==> src/rtl/output_buffer.sv <==
// output_buffer: captures accumulator results into a DEPTH-entry register
// file with per-entry valid bits, and drains a wrapping address range as a
// valid/ready stream.
//
// Ports:
//   clk, rst            clock, synchronous active-high reset
//   wr_en/addr/data     accumulator store port
//   drain_start/base/   drain command (IDLE only), first entry,
//   drain_count         entry count 0..DEPTH
//   out_data/valid/     registered stream output; out_last marks the
//   out_ready/out_last  final beat of a drain
//   drain_busy          FSM not IDLE
//   drain_done          one-cycle pulse at drain completion
//   occupancy           number of valid entries
//   overwrite_err       sticky: write hit a valid entry; err_clr clears
module output_buffer #(
    parameter int DEPTH  = 16,
    parameter int ADDR_W = 4,
    parameter int DATA_W = 32
) (
    input  logic              clk,
    input  logic              rst,
    input  logic              wr_en,
    input  logic [ADDR_W-1:0] wr_addr,
    input  logic [DATA_W-1:0] wr_data,
    input  logic              drain_start,
    input  logic [ADDR_W-1:0] drain_base,
    input  logic [ADDR_W:0]   drain_count,
    output logic [DATA_W-1:0] out_data,
    output logic              out_valid,
    input  logic              out_ready,
    output logic              out_last,
    output logic              drain_busy,
    output logic              drain_done,
    output logic [ADDR_W:0]   occupancy,
    output logic              overwrite_err,
    input  logic              err_clr
);

    typedef enum logic [1:0] {
        IDLE,
        FETCH,
        PRESENT,
        DONE
    } state_t;

    state_t state;
    state_t state_nxt;

    logic [DATA_W-1:0] mem [DEPTH];
    logic [DEPTH-1:0]  valid;
    logic [DEPTH-1:0]  valid_nxt;
    logic [ADDR_W-1:0] ptr;
    logic [ADDR_W:0]   rem;
    logic [ADDR_W:0]   occ_nxt;

    logic start_ok;
    logic fetch_fire;
    logic hs;
    logic rem_one;

    assign start_ok   = (state == IDLE) && drain_start;
    assign fetch_fire = (state == FETCH) && valid[ptr];
    // out_valid is always high in PRESENT
    assign hs         = (state == PRESENT) && out_ready;
    assign rem_one    = (rem == (ADDR_W+1)'(1));

    assign drain_busy = (state != IDLE);
    assign drain_done = (state == DONE);

    always_ff @(posedge clk) begin
        if (rst) begin
            state <= IDLE;
        end else begin
            state <= state_nxt;
        end
    end

    always_comb begin
        state_nxt = state;
        unique case (state)
            IDLE: begin
                if (drain_start) begin
                    if (drain_count != '0) state_nxt = FETCH;
                    else                   state_nxt = DONE;
                end
            end
            FETCH: begin
                if (valid[ptr]) state_nxt = PRESENT;
            end
            PRESENT: begin
                if (out_ready) state_nxt = rem_one ? DONE : FETCH;
            end
            DONE: begin
                state_nxt = IDLE;
            end
            default: state_nxt = IDLE;
        endcase
    end

    // A write to the entry being fetched wins the valid bit,
    // so the entry survives with the new data.
    always_comb begin
        valid_nxt = valid;
        if (fetch_fire) valid_nxt[ptr] = 1'b0;
        if (wr_en) valid_nxt[wr_addr] = 1'b1;
        occ_nxt = '0;
        for (int i = 0; i < DEPTH; i++) begin
            occ_nxt = occ_nxt + (ADDR_W+1)'(valid_nxt[i]);
        end
    end

    always_ff @(posedge clk) begin
        if (rst) begin
            valid         <= '0;
            occupancy     <= '0;
            overwrite_err <= 1'b0;
            ptr           <= '0;
            rem           <= '0;
            out_data      <= '0;
            out_valid     <= 1'b0;
            out_last      <= 1'b0;
        end else begin
            valid     <= valid_nxt;
            occupancy <= occ_nxt;
            if (wr_en && valid[wr_addr]) begin
                overwrite_err <= 1'b1;
            end else if (err_clr) begin
                overwrite_err <= 1'b0;
            end
            if (start_ok) begin
                ptr <= drain_base;
                rem <= drain_count;
            end
            if (fetch_fire) begin
                out_data  <= mem[ptr];
                out_valid <= 1'b1;
                out_last  <= rem_one;
            end
            if (hs) begin
                out_valid <= 1'b0;
                out_last  <= 1'b0;
                ptr       <= ptr + 1'b1;
                rem       <= rem - 1'b1;
            end
        end
    end

    // Contents survive reset; only valid bits are cleared.
    always_ff @(posedge clk) begin
        if (wr_en) mem[wr_addr] <= wr_data;
    end

endmodule
==> config.mk <==
export PLATFORM = sky130hd
export DESIGN_NAME = output_buffer
export DESIGN_NICKNAME = d
export VERILOG_FILES = /design/src/rtl/output_buffer.sv
export SDC_FILE = /design/constraint.sdc
export NUM_CORES = 1
export LEC_CHECK = 0
export BUFFER_PORTS_ARGS = -buffer_cell sky130_fd_sc_hd__buf_2
export CAP_MARGIN = 20
export CORE_ASPECT_RATIO = 1.2
export CORE_MARGIN = 2
export CORE_UTILIZATION = 42
export CTS_BUF_LIST = sky130_fd_sc_hd__clkbuf_2
export DETAILED_ROUTE_END_ITERATION = 12
export GPL_TIMING_DRIVEN = 0
export SYNTH_ARGS = -nofsm -noshare
export SYNTH_HDL_FRONTEND = slang
export SYNTH_SLANG_ARGS = --single-unit
==> constraint.sdc <==
create_clock -name clk -period 8.9 [get_ports clk]
set_input_delay 0.89 -clock clk [delete_from_list [all_inputs] [get_ports clk]]
set_output_delay 0.89 -clock clk [all_outputs]
set_load 0.01 [all_outputs]
======== Word level (Yosys, flattened, before mapping) ========
Memory sizes are Yosys's and may differ from the RTL's. A register that Yosys moved wholly into a read port is not among the register bits.
Cells that the tools add are included.
operators by class
  add/subtract/negate cells ............... 17
  multiply operators ...................... 0
  div/mod/pow operators ................... 0
  magnitude comparators ................... 4
  equality and inequality tests ........... 7
  shift operators ......................... 0
  multiplexer cells ....................... 24
  bitwise operators ....................... 3
  reductions and logical operators ........ 13
operators by type and width
  cell                   number
  $add A5 B1 Y5          11
  $mux W16               2
  $and A16 B16 Y16       1
  $not A16 Y16           1
  $or A16 B16 Y16        1
  $lt A4 B5 Y1 const B   2
  $mux W2                5
  $mux W5                2
  $bmux W1 S4            2
  $demux W1 S4           2
  $ge A4 B1 Y1 const B   2
  $mux W1                8
  $mux W4                2
  $pmux W2 S4            1
  $logic_and A1 B1 Y1    6
  $reduce_bool A2 Y1     3
  $add A4 B1 Y5          1
  $eq A5 B1 Y1 const B   1
  $reduce_bool A5 Y1     1
  $sub A5 B1 Y5 const B  1
  $add A3 B1 Y4          1
  $add A4 B1 Y4 const B  1
  $eq A2 B2 Y1 const B   2
  $ne A2 B2 Y1 const B   2
  other kinds (7)        7
word-level totals
  register bits ........................... 35
  bits in latches ......................... 0
  RAM bits ................................ 512
  ROM bits ................................ 0
  bits of input ports ..................... 51
  word-level logic and storage cells ...... 77
  memories ................................ 1
memories
  name  depth  width  rd ports  clocked after memory_dff  write ports  RTL line  text
  mem   16     32     1         1                         1            50        logic [DATA_W-1:0] mem [DEPTH];

======== Depth between registers and ports, before layout ========
Gate-level depths: netlist of run 1.
  word-level depth ........................ 24
  mapped depth ............................ 21
  gate-level depth less buffers ........... 18

======== Worst setup path after synthesis of run 1 ========
Ideal clock, no wire load.
  kind .................................... input -> register
  start point ............................. in wr_addr[3]
  end point ............................... reg occupancy[4]
  setup time .............................. 80 ps
  arrival ................................. 6988 ps
  required time ........................... 8820 ps
  slack ................................... 1832 ps
  cell stages on the path ................. 16
  path buffers ............................ 0
  cell sequence ........................... or3b_2 > nor3_1 > nor3_1 > a31oi_1 > fa_1 > inv_1 > fa_1 > fa_1 > inv_1 > fa_1 > ha_1 > inv_1 > fa_1 > inv_1 > a21oi_1 > nor3b_1
between the ends
  longest elaborated chain between the ends .. 21
  elaborated cells on any way between the ends .. 22
  classes of those cells .................. add/sub (15); order compare (2); mux (3); bitwise (1); reduce/logical (1)
ends and longest elaborated chain
  item                                                                       RTL line  text
  start, declared                                                            24        input logic [ADDR_W-1:0] wr_addr,
  $lt A4 B5 Y1 (not written as such) / $ge A4 B1 Y1 (equally long branches)  106       if (wr_en) valid_nxt[wr_addr] = 1'b1;
  $logic_and A1 B1 Y1 (not written as such)                                  106
  $mux W1 (not written as such)                                              106
  $demux W1 S4 *                                                             106
  $or A16 B16 Y16 (no source line) *                                         -
  $mux W16 *                                                                 106
  via valid_nxt[0]                                                           52        logic [DEPTH-1:0] valid_nxt;
  $add A1 B1 Y2 *                                                            109       occ_nxt = occ_nxt + (ADDR_W+1)'(valid_nxt[i]);
  $add A2 B1 Y3 *                                                            109
  $add A3 B1 Y4 *                                                            109
  $add A4 B1 Y5 *                                                            109
  $add A5 B1 Y5 * (11 in a row)                                              109
  end signal, assigned                                                       125       occupancy <= occ_nxt;
  end, declared                                                              35        output logic [ADDR_W:0] occupancy,
Mark *: on every way through the listed nets, which the timed path passes. The rest lies on a longest branch.
A chain may end at the register's enable or synchronous reset.

======== Final worst setup path of run 1 ========
  start point ............................. reg state[0]
  end point ............................... reg occupancy[4]
between the ends
  elaborated cells on any way between the ends .. 20
  classes of those cells .................. add/sub (15); eq/ne (1); mux (2); bitwise (1); reduce/logical (1)
RTL lines
  item                              RTL line  text
  start, declared                   47        state_t state;
  start signal, assigned            75        state <= state_nxt;
  $eq A2 B1 Y1 *                    63        assign fetch_fire = (state == FETCH) && valid[ptr];
  $logic_and A1 B1 Y1 *             63
  $mux W16 *                        105       if (fetch_fire) valid_nxt[ptr] = 1'b0;
  $or A16 B16 Y16 (no source line)  -
  $mux W16 *                        106
  via valid_nxt[13]                 52
  $add A5 B1 Y5 * (3 in a row)      109
Marked as above.

==> results by stage, run 1 <==
Outcome:
- The flow ran to the end, and the final reports show no timing, DRC or antenna violations.

Floorplanning:
- The floorplan step set the die height to ~260 µm.
- The width of the die is 217 µm.
- The core area is approximately 54000 µm².
- The initial utilization of the core area, before any placement, comes to 0.426.
- The total die area is 56400 µm².
- The top-level port count is 93.
- The number of placement rows is 93.

Min path:
- The tightest min-delay check is of the in -> reg type.

GRT:
- The via count of the first global-routing pass is 13.8k.
- Entering global routing, the biggest net connects 26 pins.
- The global-route usage over all layers is 0.207.
- The initial antenna violation count came to 2.
- The wire length of the first global-routing pass is 84.5 mm.
- The total overflow reported by the global router is 0.

Synth:
- The most instantiated flip-flop cell in the synthesis netlist is edfxtp_1.
- Of the post-synthesis cell area, the dominant cell type holds 0.672.
- The post-synth net total is 1289.
- In this run the mean area of a mapped cell was 18.8 µm².
- Yosys printed 0 warnings.
- The number of register bits inferred by synthesis is 579.
- The biggest area contributor in the post-synthesis netlist is edfxtp_1.
- Counting distinct cell types in the post-synthesis netlist gives 48.
- The proportion of synthesized flip-flops having asynchronous set or reset is 0.
- The post-synth design cell area is 22900 µm².
- For this run, the register share of the synthesized area comes to 0.731.
- The cell count after synthesis is 1217.
- In the post-synthesis netlist, the biggest area contributors are edfxtp_1, mux4_2, dfxtp_1.
- The number of synthesized flops with an enable pin is 512.

Place:
- The placer congestion estimate is 0.823.
- After detailed placement, the total cell area comes to around 25000 µm².
- The port buffer count is 91.
- The detailed placement HPWL is approximately 37 mm.

STA:
- The worst pin sits at a relative slew slack of 0.402.
- The clock period could shrink to 5750 ps.
- Setup repair after global routing left no endpoint under its margin.
- In the finished design, the share of the clock period the worst path needs comes to 0.646.
- For this run, the top clock speed supported by timing is 174 MHz.
- The final setup skew is 70.0 ps.
- The slew at the pin closest to its max-slew limit is 893 ps.
- The number of pins with negative max-slew slack in the final report was 0.
- The total count of hold-check failures in the final report came to 0.
- Final hold analysis gives a worst-case slack of around 120 ps.
- Setup violations remaining at the end of the flow were counted as 0.

Route:
- Dividing the detail-routed via count by the number of cells gives 5.59.
- After detailed routing, the met2 layer carries 28.9 mm of wire.
- After detailed routing, the wire length on met1 is 23.1 mm.
- After the first detailed-routing iteration, the DRC count stood at 1114.
- Summing over every cut layer, the via total after detailed routing is 13.0k.
- The detail-routed net length per standard cell is roughly 25 µm.
- The routed design has 57.0 mm of wire.
- The top routing layer in use is met5.
- For this run, design rule violations remaining after detail routing come to 0.
- The remaining number of nets flagged by the antenna check after routing is 0.
- Before antenna repair, the detailed router went through 5 iterations.
- The detailed-routed wire length on met3 is 3.65 mm.

Finish:
- In the final layout, the share of cells above drive strength 1 is 0.341.
- The layout overhead on the synthesized area is 14.9%.
- The net count of the finished layout is 1581.
- The finished cells cover around 26000 µm².

Setup path:
- The worst setup path is captured at a flop.
- The highest net fanout along the worst path is 10.
- The signal arrival time at the worst endpoint is between 6000 and 7000 ps.
- Data on the critical path is required at its endpoint by 9970 ps.
- The critical path launch point type is a flop.
- The internal reg-to-reg setup slack is 3150 ps.
- The critical path is of the reg -> reg type.

Clock tree:
- TritonCTS built the clock tree.
- In this run, post-CTS repair resized a total of 0 instances.
- The root cell of the clock tree is clkbuf_2.
- The worst-skew pair later-pin latency is 1160 ps.
- After clock tree synthesis, the clock-pin slew on the worst setup and hold paths is around 110 ps.
- The number of H-tree branching levels is 4.
- The number of buffers inserted to repair setup after CTS is 0.
- The clock passes through at most 3 buffers.
- The number of clock buffers added by TritonCTS is 143.
- Counting every sink on the clock net gives approximately 580.

Power and ir drop:
- The total power divided by cell area is 199 nW/µm².
- The combinational group share of total power is 0.097.
- Of the total power, the share spent switching nets is 0.261.
- The sequential power share is 0.579.
- The cell internal power dissipation is 0.00387 W.
- The worst-case IR drop observed on VDD is between 0.07 and 0.08 mV.
- The leakage component of the power is 8.75 nW.
- The clock network power share is 0.324.
- The switching power is 0.00137 W.

Flow run:
- The number of max-cap violations is 0.
## power by group through the flow
stage / Combinational, W / Clock, W / Sequential, W
6_report: 0.000507 / 0.00170 / 0.00303
5_1_grt: 0.000548 / 0.00188 / 0.00304
4_1_cts: 0.000513 / 0.00175 / 0.00303
3_5_place_dp: 0.000501 / 0 / 0.00310
3_3_place_gp: 0.000481 / 0 / 0.00310
2_1_floorplan: 0.000308 / 0 / 0.00310
## metal layers
layer	up-vias	global-route usage
met1	6686	0.264
met4	2	0.0790
met5	-	0
met3	107	0.0386
li1	5655	-
met2	503	0.352
## final timing paths
| path | from | end | cells past startpoint |
|---|---|---|---|
| setup / recovery | state[0] | occupancy[4] | 18 |
| hold / removal | wr_data[9] | mem[9][9] | 1 |
| setup reg to reg | state[0] | occupancy[4] | 18 |
| hold reg to reg | out_data[20] | out_data[20] | 2 |
## flip-flops by register name, summed over array words and instances (netlist names)
signal,count
mem,512
occupancy,5
out_data,32
out_last,1
out_valid,1
overwrite_err,1
ptr,4
rem,5
state,2
valid,16
## critical path, cell delays in order (launching register included)
cell and delay [ps]:
dfxtp_1 410, nor2b_1 150, clkbuf_1 630, nand4_2 640, nand2_2 340, buf_4 220
a31oi_1 140, fa_1 530, fa_1 530, inv_1 50, fa_1 490, inv_1 50
fa_1 500, ha_1 170, inv_1 70, fa_1 450, inv_1 70, a21oi_1 60
nor3b_1 170
## what timing repair did
| item | 4_1_cts | 5_1_grt |
|---|---|---|
| setup endpoints to repair | 0 | 0 |
| hold endpoints to repair | 97 | 0 |
| hold buffers | 27 | 0 |
## cell families (layout without fill, tap and decap cells)
group	after synthesis	in the layout	synth area share
adder cells (fa/ha/maj)	21	21	0.0148
AO/OA/AOI/OAI	192	192	0.0587
multiplexers	141	141	0.134
flip-flops	579	579	0.731
XOR/XNOR	2	2	0.000766
AND/OR/NAND/NOR	177	177	0.0361
buffers and inverters	105	492	0.0246
other	0	1	0
## per-stage QoR
step	TNS (ps)	std cells	utilization	power [W]	worst slack, ps
3_5_place_dp	0	2049	0.461	0.00360	2820
5_1_grt	0	2317	0.489	0.00547	2840
3_3_place_gp	-5990	2020	0.451	0.00358	-1370
4_1_cts	0	2316	0.489	0.00530	3150
6_report	0	2317	0.489	0.00524	3150
2_1_floorplan	0	1217	-	0.00341	1830
## final cells by class
class / count / area, µm²
Antenna cell: 1 / 2.50
Buffer: 84 / 484
Clock buffer: 205 / 1030
Clock inverter: 35 / 215
Fill cell: 4607 / 27500
Inverter: 21 / 78.8
Multi-Input combinational cell: 533 / 5710
Sequential cell: 579 / 16700
Tap cell: 712 / 891
Timing Repair Buffer: 147 / 1170
## cells in the mapped netlist (5+ instances only)
library cell / instances
edfxtp_1: 512
mux4_2: 133
dfxtp_1: 67
a22oi_1: 64
nor2_1: 60
a21oi_1: 43
nand2_1: 42
nand3_1: 35
o211ai_1: 33
clkbuf_1: 29
buf_2: 27
inv_1: 21
a311oi_1: 16
a31oi_1: 14
buf_6: 13
ha_1: 11
buf_4: 10
fa_1: 10
nor3_1: 10
nor2b_1: 9
mux2i_1: 8
buf_1: 5
o21ai_0: 5
## placed cells by master, fill, tap and decap left out, drive strengths merged, types with 24 or more instances in the layout
cell / n
edfxtp: 512
clkbuf: 234
buf: 175
mux4: 133
dfxtp: 67
a22oi: 64
nor2: 60
a21oi: 43
nand2: 43
nand3: 35
o211ai: 33
dlygate4sd3: 27
clkinv: 25
inv: 24
Note: power is estimated with default switching activity, not from simulation.
==> run 2, diff against run 1 <==
==> constraint.sdc (replaced) <==
create_clock -name clk -period 5.8 [get_ports clk]
set_input_delay 0.58 -clock clk [delete_from_list [all_inputs] [get_ports clk]]
set_output_delay 0.58 -clock clk [all_outputs]
set_load 0.01 [all_outputs]
==> run 2 against run 1 <==
- non-clock buffer count up 23
- first-iteration DRC count is 3.2% higher
- largest power group unchanged
- total power is 53% higher
- critical endpoint unchanged
- critical path type unchanged
- highest routed layer unchanged
- largest cell class unchanged
- flip-flop and latch count did not move
==> results by stage, run 2 (synthesized netlist as in run 1, its figures left out) <==
Outcome:
- The flow ran to the end, and the final reports show no timing, DRC or antenna violations.

Setup path:
- The most critical setup path has its endpoint at occupancy[4].
- The worst setup path startpoint is ptr[0].
- The signal arrival time at the worst endpoint came to 6460 ps (-360 ps).
- The critical path class is reg -> reg.
- The worst reg2reg path startpoint is ptr[0].
- The critical path launch point type is a flop.
- The highest net fanout along the worst path was 10 (unchanged).
- The worst setup path is captured at a flop.
- The required time at the endpoint of the critical path is 6790 ps (-3180 ps).
- The reg-to-reg endpoint is occupancy[4].
- The cell count of the worst reg-to-reg path came to 19 (+1).
- The internal reg-to-reg setup slack came to 340 ps (-2820 ps).

STA:
- The number of pins with negative max-slew slack in the final report is 0 (unchanged).
- The final setup skew is 54.6 ps (-15.4 ps).
- The total count of hold-check failures in the final report is 0 (unchanged).
- The minimum period implied by the final worst setup slack is 5460 ps (-283 ps).
- Setup repair after global routing left no endpoint under its margin.
- The relative slew slack was 0.321 (-0.0811).
- The final period utilization is 0.942 (+0.296).
- The aggregate negative setup slack was 0 ps (unchanged).
- The setup violation total in the final timing report is 0 (unchanged).
- The slew at the pin closest to its max-slew limit is 1020 ps (+123 ps).
- The achievable frequency is 183 MHz (+5.2%).

Finish:
- The number of filler cells placed in the layout is 4568 (-0.85%).
- Leaving out fill and tap cells, the most frequent cells in the layout are edfxtp_1, clkbuf_2, mux4_2, buf_2, dfxtp_1.
- The net count of the finished layout is 1601 (+1.3%).
- The most flop-heavy register is mem.
- The library cell used most frequently in the layout, excluding fill and tap cells, is edfxtp_1.
- The final design instance area without fill came to 26600 µm² (+1.3%).
- The largest registers in the layout are mem (512), out_data (32), valid (16).
- The number of non-filler instances in the completed layout was 2339 (+0.95%).
- Relative to the synthesized area, the layout overhead comes to 16.4%.
- The number of flip-flops under the largest register name is 512 (unchanged).
- The fraction of final layout cells sized beyond drive strength 1 was 0.334 (-0.00687).

GRT:
- The initial antenna violation count is 2 (unchanged).
- The via count of the first global-routing pass is 13.6k (-0.89%).
- The total overflow reported by the global router was 0 (unchanged).
- The global-route usage over all layers is 0.204 (-0.00258).
- The maximum number of pins on one net before global-route repair is 22 (-15%).
- The wire length of the first global-routing pass is 83.9 mm (-0.78%).

Floorplanning:
- The number of placement rows came to 93 (unchanged).
- The top-level port count is 93 (unchanged).
- The width of the die is 217 µm (unchanged).
- The core area is 53800 µm² (unchanged).
- The effective utilization at floorplan is 0.426 (unchanged).
- The chip height was 260 µm (unchanged).
- The total die area is 56400 µm² (unchanged).

Route:
- The number of iterations in the first detailed-routing pass is 5 (unchanged).
- The number of violations reported at the end of detailed-routing iteration 0 is 1150 (+3.2%).
- The via density per instance is 5.57 (-0.45%).
- The remaining number of nets flagged by the antenna check after routing is 0 (unchanged).
- The wire length after detailed routing is 56.3 mm (-1.1%).
- The DRC violation count after routing is 0 (unchanged).
- The detailed-route via count is 13.0k (+0.49%).
- The detail-routed net length per standard cell came to 24.1 µm (-2.1%).

Place:
- The total cell area at the placement stage is 24900 µm² (+0.40%).
- The number of placed instances, taps included is 2046 (-0.15%).
- The placer congestion estimate is 0.827 (+0.45%).
- The detailed placement HPWL is 36.2 mm (-0.89%).
- The port buffer count is 91 (unchanged).

Power and ir drop:
- The total power divided by cell area came to 302 nW/µm² (+51%).
- The largest vdd supply drop was 0.149 mV (+110%).
- The leakage component of the power is 8.92 nW (+1.9%).

Clock tree:
- CTS placed an instance of clkbuf_2 at the clock tree root.
- The number of H-tree branching levels is 4 (unchanged).
- The worst-skew pair later-pin latency is 1120 ps (-40 ps).
- The CTS buffer count is 140 (-2.1%).
- The maximum buffer depth of the clock tree is 3 (unchanged).
- The post-CTS clock slew at the launch and capture registers of the worst setup and hold paths is 100 ps (about the same).
- The count of clock tree sinks came to 579 (unchanged).
- TritonCTS built the clock tree.

Flow run:
- The number of max-cap violations is 0 (unchanged).

Min path:
- The min-delay analysis places its worst path in the category in -> reg.
run 2: worst min-delay path by stage:
stage                     slack (ps)  cells after the start         start            to
after detailed placement         450                      2  out_data[26]  out_data[26]
after global routing             210                      3    wr_addr[2]    mem[2][25]
final                            230                      4   drain_start        rem[4]
after global placement           450                      2  out_data[15]  out_data[15]
after CTS                        120                      4   drain_start        rem[4]
after floorplan                  450                      1        rem[4]        rem[4]
run 2: stage by stage:
step / hold WS (ps) / worst slack (ps) / utilization / power (W)
after floorplan: 453 / 50.1 / - / 0.00523
after global placement: 451 / -2980 / 0.451 / 0.00549
after detailed placement: 453 / -317 / 0.463 / 0.00552
after CTS: 121 / 156 / 0.495 / 0.00812
after global routing: 205 / 85.5 / 0.496 / 0.00838
final: 235 / 336 / 0.496 / 0.00804
run 2: power by group:
part           total [W]  switching (W)  internal [W]
combinational   0.000792       0.000461      0.000331
clock            0.00259        0.00155       0.00104
sequential       0.00466      0.0000317       0.00462
run 2: worst max-delay path, cell delays in order, from the launching register on:
cell and delay, ps:
dfxtp_1 370, buf_6 160, and2_1 180, a221oi_1 390, nand4_2 490, nand2_2 290
buf_4 220, a31oi_1 130, fa_1 520, fa_1 510, inv_1 50, fa_1 500
inv_1 50, fa_1 510, ha_1 170, inv_1 70, fa_1 460, inv_1 70
a21oi_1 60, nor3b_1 160
run 2: metal layers:
layer / routed length [µm] / vias up / GRT usage
met4: 1550 / 2 / 0.0826
met2: 27800 / 533 / 0.337
met5: 13 / - / 0
li1: - / 5690 / -
met1: 23100 / 6668 / 0.264
met3: 3790 / 124 / 0.0448
run 2: area by class of cell:
| cell class | count | area [µm²] | share of cell area |
|---|---|---|---|
| clock inverters | 29 | 169 | 0.00634 |
| flip-flops and latches | 579 | 16700 | 0.627 |
| plain buffers | 84 | 485 | 0.0182 |
| inverters | 21 | 78.8 | 0.00296 |
| repair buffers | 170 | 1520 | 0.0570 |
| clock buffers | 209 | 1050 | 0.0393 |
| multi-input cells | 533 | 5730 | 0.215 |
| well taps | 712 | 891 | 0.0334 |
| diodes | 2 | 5.00 | 0.000188 |
run 2: repair_timing:
item                                    in CTS  in global routing
setup buffers                                0                  0
endpoints found under the setup margin       0                  2
gates resized for setup                      0                  3
endpoints found under the hold margin      537                  0
hold buffers                                53                  0
